File: src/rtl/logic_gates_pipe_pkg.sv
// Shared types for the pipelined gate block: the opcode enumeration used by
// the combinational core and the pipeline top.
package logic_gates_pkg;

    typedef enum logic [2:0] {
        OP_AND   = 3'd0,
        OP_OR    = 3'd1,
        OP_NAND  = 3'd2,
        OP_NOR   = 3'd3,
        OP_XOR   = 3'd4,
        OP_XNOR  = 3'd5,
        OP_NOTA  = 3'd6,
        OP_PASSB = 3'd7
    } op_e;

endpackage

File: src/rtl/logic_gates_pipe_if.sv
// Operand/result bus of the gate pipeline: input beat with valid/ready,
// result beat with valid/ready plus reduction flags and accumulator view.
interface logic_gates_if #(
    parameter int WIDTH = 8
);
    logic             in_valid;
    logic             in_ready;
    logic [WIDTH-1:0] a;
    logic [WIDTH-1:0] b;
    logic [2:0]       op;
    logic             acc_en;
    logic             acc_clr;
    logic             out_valid;
    logic             out_ready;
    logic [WIDTH-1:0] y;
    logic             y_zero;
    logic             y_parity;
    logic [WIDTH-1:0] acc_q;

    modport master (
        output in_valid, a, b, op, acc_en, acc_clr, out_ready,
        input  in_ready, out_valid, y, y_zero, y_parity, acc_q
    );

    modport slave (
        input  in_valid, a, b, op, acc_en, acc_clr, out_ready,
        output in_ready, out_valid, y, y_zero, y_parity, acc_q
    );
endinterface

File: src/rtl/logic_gates_pipe_core.sv
// Purely combinational bitwise operation unit; every opcode acts
// independently on each bit position.
module logic_gates_core
    import logic_gates_pkg::*;
#(
    parameter int WIDTH = 8
) (
    input  op_e              op_i,
    input  logic [WIDTH-1:0] a_i,
    input  logic [WIDTH-1:0] b_i,
    output logic [WIDTH-1:0] result_o
);

    always_comb begin
        result_o = '0;
        case (op_i)
            OP_AND:   result_o = a_i & b_i;
            OP_OR:    result_o = a_i | b_i;
            OP_NAND:  result_o = ~(a_i & b_i);
            OP_NOR:   result_o = ~(a_i | b_i);
            OP_XOR:   result_o = a_i ^ b_i;
            OP_XNOR:  result_o = ~(a_i ^ b_i);
            OP_NOTA:  result_o = ~a_i;
            OP_PASSB: result_o = b_i;
            default:  result_o = '0;
        endcase
    end

endmodule

File: src/rtl/logic_gates_pipe.sv
// Two-stage pipelined gate block with valid/ready on both sides, result
// reduction flags, and an accumulator that can stand in for operand b.
module logic_gates_pipe
    import logic_gates_pkg::*;
#(
    parameter int               WIDTH    = 8,
    parameter logic [WIDTH-1:0] ACC_INIT = '0
) (
    input logic          clk,
    input logic          rst,
    logic_gates_if.slave bus
);

    logic             s1_valid_q, s1_valid_d;
    logic [WIDTH-1:0] s1_res_q, s1_res_d;
    logic             out_valid_q, out_valid_d;
    logic [WIDTH-1:0] y_q, y_d;
    logic             y_zero_q, y_zero_d;
    logic             y_parity_q, y_parity_d;
    logic [WIDTH-1:0] acc_reg_q, acc_reg_d;

    logic             s2_free;
    logic             in_ready;
    logic             accept;
    logic [WIDTH-1:0] b_sel;
    logic [WIDTH-1:0] core_res;
    op_e              op_sel;

    // Ready depends only on pipe occupancy and out_ready, never on in_valid.
    assign s2_free  = !out_valid_q || bus.out_ready;
    assign in_ready = !s1_valid_q || s2_free;
    assign accept   = bus.in_valid && in_ready;
    assign b_sel    = bus.acc_en ? acc_reg_q : bus.b;
    assign op_sel   = op_e'(bus.op);

    logic_gates_core #(
        .WIDTH (WIDTH)
    ) u_core (
        .op_i     (op_sel),
        .a_i      (bus.a),
        .b_i      (b_sel),
        .result_o (core_res)
    );

    always_comb begin
        s1_valid_d  = s1_valid_q;
        s1_res_d    = s1_res_q;
        out_valid_d = out_valid_q;
        y_d         = y_q;
        y_zero_d    = y_zero_q;
        y_parity_d  = y_parity_q;
        acc_reg_d   = acc_reg_q;

        if (accept) begin
            s1_valid_d = 1'b1;
            s1_res_d   = core_res;
        end else if (s2_free) begin
            s1_valid_d = 1'b0;
        end

        if (s2_free) begin
            out_valid_d = s1_valid_q;
            if (s1_valid_q) begin
                y_d        = s1_res_q;
                y_zero_d   = ~|s1_res_q;
                y_parity_d = ^s1_res_q;
            end
        end

        // Clear takes priority over an accumulate write-back on the same edge.
        if (bus.acc_clr) begin
            acc_reg_d = ACC_INIT;
        end else if (accept && bus.acc_en) begin
            acc_reg_d = core_res;
        end
    end

    always_ff @(posedge clk) begin
        if (rst) begin
            s1_valid_q  <= 1'b0;
            s1_res_q    <= '0;
            out_valid_q <= 1'b0;
            y_q         <= '0;
            y_zero_q    <= 1'b1;
            y_parity_q  <= 1'b0;
            acc_reg_q   <= ACC_INIT;
        end else begin
            s1_valid_q  <= s1_valid_d;
            s1_res_q    <= s1_res_d;
            out_valid_q <= out_valid_d;
            y_q         <= y_d;
            y_zero_q    <= y_zero_d;
            y_parity_q  <= y_parity_d;
            acc_reg_q   <= acc_reg_d;
        end
    end

    assign bus.in_ready  = in_ready;
    assign bus.out_valid = out_valid_q;
    assign bus.y         = y_q;
    assign bus.y_zero    = y_zero_q;
    assign bus.y_parity  = y_parity_q;
    assign bus.acc_q     = acc_reg_q;

endmodule

File: src/flat_wrapper.sv
// flat-port wrapper written by rule: the top's interface ports become plain ports
module logic_gates_pipe_flat import logic_gates_pkg::*;
#(
    parameter int               WIDTH    = 8,
    parameter logic [WIDTH-1:0] ACC_INIT = '0
)
  (clk, rst, bus_in_valid, bus_a, bus_b, bus_op, bus_acc_en, bus_acc_clr, bus_out_ready, bus_in_ready, bus_out_valid, bus_y, bus_y_zero, bus_y_parity, bus_acc_q);
  logic_gates_if #(.WIDTH(WIDTH)) bus_i ();
  input logic clk;
  input logic rst;
  input wire logic [$bits(bus_i.in_valid)-1:0] bus_in_valid;
  input wire logic [$bits(bus_i.a)-1:0] bus_a;
  input wire logic [$bits(bus_i.b)-1:0] bus_b;
  input wire logic [$bits(bus_i.op)-1:0] bus_op;
  input wire logic [$bits(bus_i.acc_en)-1:0] bus_acc_en;
  input wire logic [$bits(bus_i.acc_clr)-1:0] bus_acc_clr;
  input wire logic [$bits(bus_i.out_ready)-1:0] bus_out_ready;
  output wire logic [$bits(bus_i.in_ready)-1:0] bus_in_ready;
  output wire logic [$bits(bus_i.out_valid)-1:0] bus_out_valid;
  output wire logic [$bits(bus_i.y)-1:0] bus_y;
  output wire logic [$bits(bus_i.y_zero)-1:0] bus_y_zero;
  output wire logic [$bits(bus_i.y_parity)-1:0] bus_y_parity;
  output wire logic [$bits(bus_i.acc_q)-1:0] bus_acc_q;
  assign bus_i.in_valid = bus_in_valid;
  assign bus_i.a = bus_a;
  assign bus_i.b = bus_b;
  assign bus_i.op = bus_op;
  assign bus_i.acc_en = bus_acc_en;
  assign bus_i.acc_clr = bus_acc_clr;
  assign bus_i.out_ready = bus_out_ready;
  assign bus_in_ready = bus_i.in_ready;
  assign bus_out_valid = bus_i.out_valid;
  assign bus_y = bus_i.y;
  assign bus_y_zero = bus_i.y_zero;
  assign bus_y_parity = bus_i.y_parity;
  assign bus_acc_q = bus_i.acc_q;
  logic_gates_pipe #(.WIDTH(WIDTH), .ACC_INIT(ACC_INIT)) u_core (.clk(clk), .rst(rst), .bus(bus_i));
endmodule
File: config.mk
export PLATFORM = sky130hd
export DESIGN_NAME = logic_gates_pipe_flat
export DESIGN_NICKNAME = d
export VERILOG_FILES = /design/src/rtl/logic_gates_pipe_pkg.sv /design/src/rtl/logic_gates_pipe_if.sv /design/src/rtl/logic_gates_pipe_core.sv /design/src/rtl/logic_gates_pipe.sv /design/src/flat_wrapper.sv
export SDC_FILE = /design/constraint.sdc
export NUM_CORES = 1
export LEC_CHECK = 0
export CORE_MARGIN = 2
export CORE_UTILIZATION = 40
export DETAILED_ROUTE_END_ITERATION = 10
export PLACE_DENSITY = 0.73
export SLEW_MARGIN = 20
export SYNTH_ARGS = -nofsm -noshare
export SYNTH_HDL_FRONTEND = slang
export SYNTH_SLANG_ARGS = --single-unit
File: constraint.sdc
create_clock -name clk -period 4.6 [get_ports clk]
set_clock_uncertainty 0.2 [all_clocks]
set_input_delay 0.92 -clock clk [delete_from_list [all_inputs] [get_ports clk]]
set_output_delay 0.92 -clock clk [all_outputs]
set_load 0.02 [all_outputs]
-- Word-level counts from Yosys, hierarchy flattened
Cells that the tools add are included.
- register bits after elaboration: 28
- equal/unequal tests: 7
- mux-type cells: 4
- bitwise operators: 7
- reduce and logical (&&, ||, !) cells: 13
- operator list (kind ; count):
    $pmux W8 S8 ; 1
    $not A8 Y8 ; 4
    $eq A3 B3 Y1 const B ; 4
    $and A8 B8 Y8 ; 1
    $mux W8 ; 1
    $or A8 B8 Y8 ; 1
    $reduce_or A8 Y1 ; 1
    $reduce_xor A8 Y1 ; 1
    $xor A8 B8 Y8 ; 1
    $eq A3 B2 Y1 const B ; 2
    $eq A3 B1 Y1 const B ; 1
    $logic_not A1 Y1 ; 3
    $logic_not A3 Y1 ; 1
    $logic_and A1 B1 Y1 ; 2
    $logic_or A1 B1 Y1 ; 2
    $mux W1 ; 2
    $reduce_and A2 Y1 ; 1
    $reduce_bool A2 Y1 ; 1
    $reduce_or A2 Y1 ; 1

-- Logic depth before layout (Yosys ltp)
Gate-level depths: netlist (run 1).
- word-level depth: 5
- mapped depth: 8

-- Modules after synthesis
From an unflattened synthesis (run 1), not the netlist that was laid out.
- cell total of the unflattened synthesis: 280
- area, all modules: 2317.2 µm²
- by module, submodules not included (module ; instances ; cells an instance ; area an instance (µm²) ; seq. area each (µm²)):
    logic_gates_pipe ; 1 ; 151 ; 1391.3 ; 560.5
    logic_gates_core ; 1 ; 129 ; 925.9 ; 0.0

-- Worst setup path before layout (run 1)
Ideal clock, no wire load.
- kind: input to register
- from: input port bus_acc_en
- to: register u_core.s1_res_q[4]
- setup time: 0.137 ns
- data arrival time: 2.330 ns
- data required time: 4.263 ns
- path slack: 1.933 ns
- stages on the path: 8
- path buffers: 1
- cells stage by stage: buf_6 > mux2i_1 > inv_1 > ha_1 > mux2i_1 > mux2_2 > a311oi_1 > a211oi_1
- longest elaborated chain between the ends: 4
- RTL lines (item ; RTL line ; source):
    start, declared ; flat_wrapper.sv:15 ; input wire logic [$bits(bus_i.acc_en)-1:0] bus_acc_en;
    $mux W8 (*) ; logic_gates_pipe.sv:33 ; assign b_sel = bus.acc_en ? acc_reg_q : bus.b;
    $xor A8 B8 Y8 (tied with other cells) ; logic_gates_pipe_core.sv:21, logic_gates_pipe_core.sv:22 ;
    $not A8 Y8 (on tied branches) ; logic_gates_pipe_core.sv:22, logic_gates_pipe_core.sv:19, logic_gates_pipe_core.sv:20 ;
    $pmux W8 S8 (*) ; logic_gates_pipe_core.sv:16 ; case (op_i)
    end signal, assigned ; logic_gates_pipe.sv:89 ; s1_res_q <= s1_res_d;
    end, declared ; logic_gates_pipe.sv:15 ; logic [WIDTH-1:0] s1_res_q, s1_res_d;
Mark *: on every way between the ends. The rest lies on a longest branch, timed or not.
A chain may end at the register's enable or synchronous reset.

-- Worst setup path in the final report (run 1)
Same ends and word-level chain as after synthesis.

==> results of run 1 <==
cells by family (layout without fill, tap and decap cells):
family,count (synthesis),count (layout)
AO/OA/AOI/OAI,48,48
XOR/XNOR,11,11
adder cells (fa/ha/maj),20,20
buffers and inverters,45,82
flip-flops,28,28
multiplexers,29,29
AND/OR/NAND/NOR,60,60
worst register-to-register path, stage by stage (launching register included):
cell and delay (ns):
dfxtp_1 0.35, mux2i_1 0.25, inv_1 0.08, ha_1 0.20, mux2i_1 0.14, mux2_2 0.35, a311oi_1 0.27, a211oi_1 0.12
synth_stat cells:
master    number  share of area [%]
inv_1         33                6.3
nor2_1        31                5.9
dfxtp_1       28                 28
mux2i_1       26                 13
ha_1          20                 13
o21ai_0       16                4.0
a211oi_1      11                4.2
a21oi_1       10                2.5
xor2_1        10                4.4
nand2_1        9                1.7
nor2b_1        8                2.5
clkbuf_1       6                1.1
nand3_1        6                1.5
o211a_1        5                2.5
a311oi_1       3                1.3
and3_1         3               0.95
buf_6          3                1.7
mux2_2         3                1.7
buf_2          2               0.51
a211o_1        1               0.44
a21boi_1       1               0.38
a21oi_2        1               0.44
buf_4          1               0.38
nand2b_1       1               0.32
nand4_1        1               0.32
nor2_2         1               0.32
xnor2_1        1               0.44
power groups by stage:
stage          logic [mW]  clock network, mW  registers (mW)
3_5_place_dp        0.180                  0           0.269
4_1_cts             0.180              0.153           0.264
6_report            0.179              0.146           0.264
5_1_grt             0.200              0.162           0.266
2_1_floorplan       0.115                  0           0.276
3_3_place_gp        0.174                  0           0.269
final timing paths:
check / end / cells after the start / slack (ns)
worst min register to register: u_core.bus.y_zero$_SDFFE_PP1P_ / 1 / 0.29
worst min-delay path: u_core.bus.y_zero$_SDFFE_PP1P_ / 1 / 0.29
worst max-delay path: u_core.s1_res_q[4]$_SDFFE_PP0P_ / 8 / 1.21
worst max register to register: u_core.s1_res_q[6]$_SDFFE_PP0P_ / 7 / 2.49
final cells by class:
cell class / count / area (um2) / area share [%]
well taps: 67 / 83.8 / 3.36
multi-input cells: 168 / 1220 / 49.0
inverters: 33 / 124 / 4.97
clock buffers: 4 / 55.1 / 2.21
repair buffers: 45 / 448 / 18.0
flip-flops and latches: 28 / 561 / 22.5
layer usage:
metal,wire [um],global-route usage [%]
met5,0,0
met4,23,3.37
met3,181,3.39
met1,1950,19.2
met2,1920,27.3
state kept, by name, summed over array words and instances, names as in the netlist:
| signal | count |
|---|---|
| u_core.bus.acc_q | 8 |
| u_core.bus.y | 8 |
| u_core.s1_res_q | 8 |
| u_core.bus.out_valid | 1 |
| u_core.bus.y_parity | 1 |
| u_core.bus.y_zero | 1 |
| u_core.s1_valid_q | 1 |
cell usage in the layout, fill, tap and decap left out:
cell	Yosys	final
mux2_2	3	3
nand2_1	9	9
clkdlybuf4s50_1	0	44
nor2_1	31	31
nand3_1	6	6
and3_1	3	3
a211o_1	1	1
a21boi_1	1	1
xor2_1	10	10
nand2b_1	1	1
dfxtp_1	28	28
nor2b_1	8	8
xnor2_1	1	1
a311oi_1	3	3
mux2i_1	26	26
nor2_2	1	1
inv_1	33	33
a21oi_2	1	1
clkbuf_8	0	4
nand4_1	1	1
o211a_1	5	5
a21oi_1	10	10
a211oi_1	11	11
o21ai_0	16	16
ha_1	20	20
buf_4	1	1
per-stage QoR:
step	setup slack, ns	instance area (um2)	hold WS, ns
floorplan	1.93	1980	0.278
finish	1.21	2490	0.290
global placement	0.988	2440	0.257
CTS	1.21	2490	0.290
detailed placement	0.918	2440	0.264
global route	0.980	2490	0.314
==> impl_metrics.toml, run 1 <==
[outcome]
status = "complete, no violations"

[power_and_ir_drop]
finalPower_uw = 588
sw_frac_of_total_pct = 28.7
power_density_nw_per_um2 = 236
clkPwrFrac_pct = 24.8
combPwrFrac_pct = 30.4
seq_power_share_pct = 44.8
vdd_drop_max_mv = 0.160
power_switching_uw = 169
cell_internal_pwr_uw = 420
cellLeakagePower_nw = 1.15

[global_route]
grt_pass1_wl_um = 6920
grt_max_degree = 22
antenna_found_initial = 0
grt_pass1_vias = 1671
track_usage_pct = 15.4
overflow = 0

[clock_tree]
post_cts_resized = 0
cts_root_buffer = "clkbuf_8"
cts_setup_buffers = 0
htreeDepth = 1
numCtsBuffers = 3
clockBufferDepth = 2
cts.sinks = 28
clk_pin_slew_worst_paths_ns = 0.09
tritoncts = "built"
clk_latency_ns = 0.27
hold_buffers = 0

[routing]
drt_iter0_markers = 63
drc = 0
dr.pass1.iters = 4
vias_per_cell = 4.92
routed_wl_um = 4070
dr_total_vias = 1696
antenna_left = 0
avgRoutedWirePerCell_um = 11.8

[floorplan]
core_area_um2 = 4750
start_util_pct = 41.7
io_pins = 45
die_h_um = 74.4
die_w_um = 74.4
num_rows = 25
dieArea_um2 = 5530

[worst_setup_path]
critical_path.startpoint = "bus_acc_en"
criticalPathCategory = "input port to flip-flop"
crit_fanout = 10
crit_family = "buffers and inverters"
arrival_ns = 3.31
crit_path_frequent_cell = "mux2i_1"
slowest_delay_ns = 0.86
crit_chain = "clkdlybuf4s50_1, mux2i_1, inv_1, ha_1, mux2i_1, mux2_2, a311oi_1, a211oi_1"
cp_slowest_cell = "clkdlybuf4s50_1"
regToRegStartpoint = "u_core.bus.acc_q[6]$_SDFFE_PP0P_"
crit_buf_inv = 2
endpoint_kind = "flip-flop"
crit_required_ns = 4.52
start_kind = "input port"

[timing]
tightestPinTransition_ns = 0.769
tns_ns = 0
hold_violations = 0
slew_viol_final = 0
min_period_ns = 3.39
fin_crit_sh_pct = 73.7
rsz0062_at_grt = "no"
setup_viol = 0
max-slew-margin-rel_pct = 48.5
max_freq_mhz = 295

[placed_design]
place_congestion = 0.840
hpwl_um = 3150
numPlacedInstances = 341
portBuffers = 44

[layout]
diodes = 0
layout-drive-gt1-share_pct = 3.60
fin_util_pct = 52.4
area_delta_synth_final_pct = 25.9
fin_cells = 345
fillers = 477
nNetsFinal = 324

[logic_synthesis]
avgSynthCellArea_um2 = 8.22
synthDistinctLibCells = 27
synth_area_um2 = 1980
post_synth_inst_count = 241
synth_top_family_by_area = "compound AO/OA/AOI/OAI gates"
synthSimpleGateAreaFrac_pct = 13.5
syn-num-nets = 286
ys_seq_area_share_pct = 28.3
yosysWarnings = 0
synth_xor_area_share_pct = 4.86
synth.area.mux_share_pct = 14.8
synthAdderAreaFrac_pct = 12.6
synth_compound_area_share_pct = 15.9
ys_seq_elements = 28

[job]
drv_cap = 0

[min_path]
min_from = "u_core.bus.y_zero$_SDFFE_PP1P_"
hold_class = "flip-flop to flip-flop"
Note: power is estimated with default switching activity, not from simulation.
==> run 2, diff against run 1 <==
Clock period 4.6 ns to 3.2 ns, I/O delays scaled along.
==> impl_metrics.toml, run 2 (synthesis gave the netlist of run 1 again) <==
[outcome]
status = "complete, no violations"

[worst_setup_path]
crit_end = "u_core.bus.acc_q[4]$_SDFFE_PP0P_"
rr_worst_depth = 7
crit_chain = "clkdlybuf4s50_1, mux2i_1, inv_1, ha_1, mux2i_1, mux2_2, a311oi_1, o21ai_0"
crit_path_frequent_cell = "mux2i_1"
criticalPathCategory = "input port to flip-flop"
r2r_end = "u_core.bus.acc_q[4]$_SDFFE_PP0P_"
arrival_ns = 2.89
critical_path.startpoint = "bus_acc_en"
regToRegStartpoint = "u_core.bus.acc_q[4]$_SDFFE_PP0P_"
cp_slowest_cell = "clkdlybuf4s50_1"
start_kind = "input port"
crit_required_ns = 3.15
endpoint_kind = "flip-flop"
ff2ff_setup_slack_ns = 1.01
crit_fanout = 4
slowest_delay_ns = 0.64

[layout]
layout-drive-gt1-share_pct = 6.29
fin_cells = 353
final_common_cell = "clkdlybuf4s50_1"
design_area_um2 = 2550
diodes = 0
fin_util_pct = 53.7
area_delta_synth_final_pct = 28.9
final_cell_mix = "clkdlybuf4s50_1 (44), inv_1 (33), nor2_1 (31)"
nNetsFinal = 332

[clock_tree]
cts_setup_buffers = 0
clockBufferDepth = 2
cts.sinks = 28
clk_latency_ns = 0.27
post_cts_resized = 0
cts_root_buffer = "clkbuf_8"
clk_pin_slew_worst_paths_ns = 0.09
numCtsBuffers = 3
htreeDepth = 1
tritoncts = "built"
hold_buffers = 0

[routing]
avgRoutedWirePerCell_um = 11.9
drt_iter0_markers = 56
vias_per_cell = 4.88
antenna_left = 0
dr_total_vias = 1724
drc = 0
dr.pass1.iters = 4
routed_wl_um = 4210

[floorplan]
num_rows = 25
dieArea_um2 = 5530
io_pins = 45
core_area_um2 = 4750
die_h_um = 74.4
die_w_um = 74.4
start_util_pct = 41.7

[power_and_ir_drop]
power_density_nw_per_um2 = 338
vdd_drop_max_mv = 0.271
finalPower_uw = 863
cellLeakagePower_nw = 1.19

[placed_design]
numPlacedInstances = 349
place_congestion = 0.789
portBuffers = 44
dpl_cell_area_um2 = 2500
hpwl_um = 3220
detailedPlace.worstSlack_ns = -0.0128

[timing]
tightestPinTransition_ns = 0.639
layout_setup_ws_ns = 0.259
setup_viol = 0
tns_ns = 0
fin_crit_sh_pct = 91.9
max-slew-margin-rel_pct = 57.3
rsz0062_at_grt = "no"
min_period_ns = 2.94
hold_violations = 0
max_freq_mhz = 340
slew_viol_final = 0
timing.hold.ws_ns = 0.281

[min_path]
hold_class = "flip-flop to flip-flop"
min_path_cells = 2

[global_route]
antenna_found_initial = 0
grt_pass1_vias = 1612
track_usage_pct = 16.1
overflow = 0
grt_max_degree = 21
grt_pass1_wl_um = 7070

[job]
drv_cap = 0
-- run 2: cell types whose count changed in the layout (fill, tap and decap cells not counted) --
cell,delta
buf_4,+8
-- run 2: cell type report --
class,instances,area [um2]
Inverter,33,124
Sequential cell,28,561
Timing Repair Buffer,53,508
Tap cell,67,83.8
Clock buffer,4,55.1
Multi-Input combinational cell,168,1220
Fill cell,472,2200
-- run 2: critical path: cells and delay by family --
kind	cells	cell delay [ns]
compound gates	2	0.50
fa+ha+maj	1	0.20
buf+inv	2	0.72
mux	3	0.83
-- run 2: worst min-delay path by stage --
stage	start	endpoint	slack, ns
2_1_floorplan	u_core.s1_res_q[0]$_SDFFE_PP0P_	u_core.s1_res_q[0]$_SDFFE_PP0P_	0.28
3_3_place_gp	u_core.bus.y_zero$_SDFFE_PP1P_	u_core.bus.y_zero$_SDFFE_PP1P_	0.25
3_5_place_dp	u_core.bus.y_zero$_SDFFE_PP1P_	u_core.bus.y_zero$_SDFFE_PP1P_	0.26
4_1_cts	u_core.bus.y_zero$_SDFFE_PP1P_	u_core.bus.y_zero$_SDFFE_PP1P_	0.28
5_1_grt	u_core.bus.y_zero$_SDFFE_PP1P_	u_core.bus.y_zero$_SDFFE_PP1P_	0.31
6_report	u_core.bus.acc_q[1]$_SDFFE_PP0P_	u_core.bus.acc_q[1]$_SDFFE_PP0P_	0.28
-- run 2: layer usage --
metal	vias up	routed length, um	track usage (%)
li1	899	-	-
met1	777	2040	21.4
met2	41	1900	26.4
met3	7	187	3.52
met4	0	78	4.76
met5	-	0	0
-- run 2: where the power goes --
part           internal [mW]  total [mW]  switching, mW
Clock                  0.110       0.218          0.108
Sequential             0.368       0.378         0.0106
Combinational          0.132       0.266          0.134
Total                  0.610       0.863          0.252
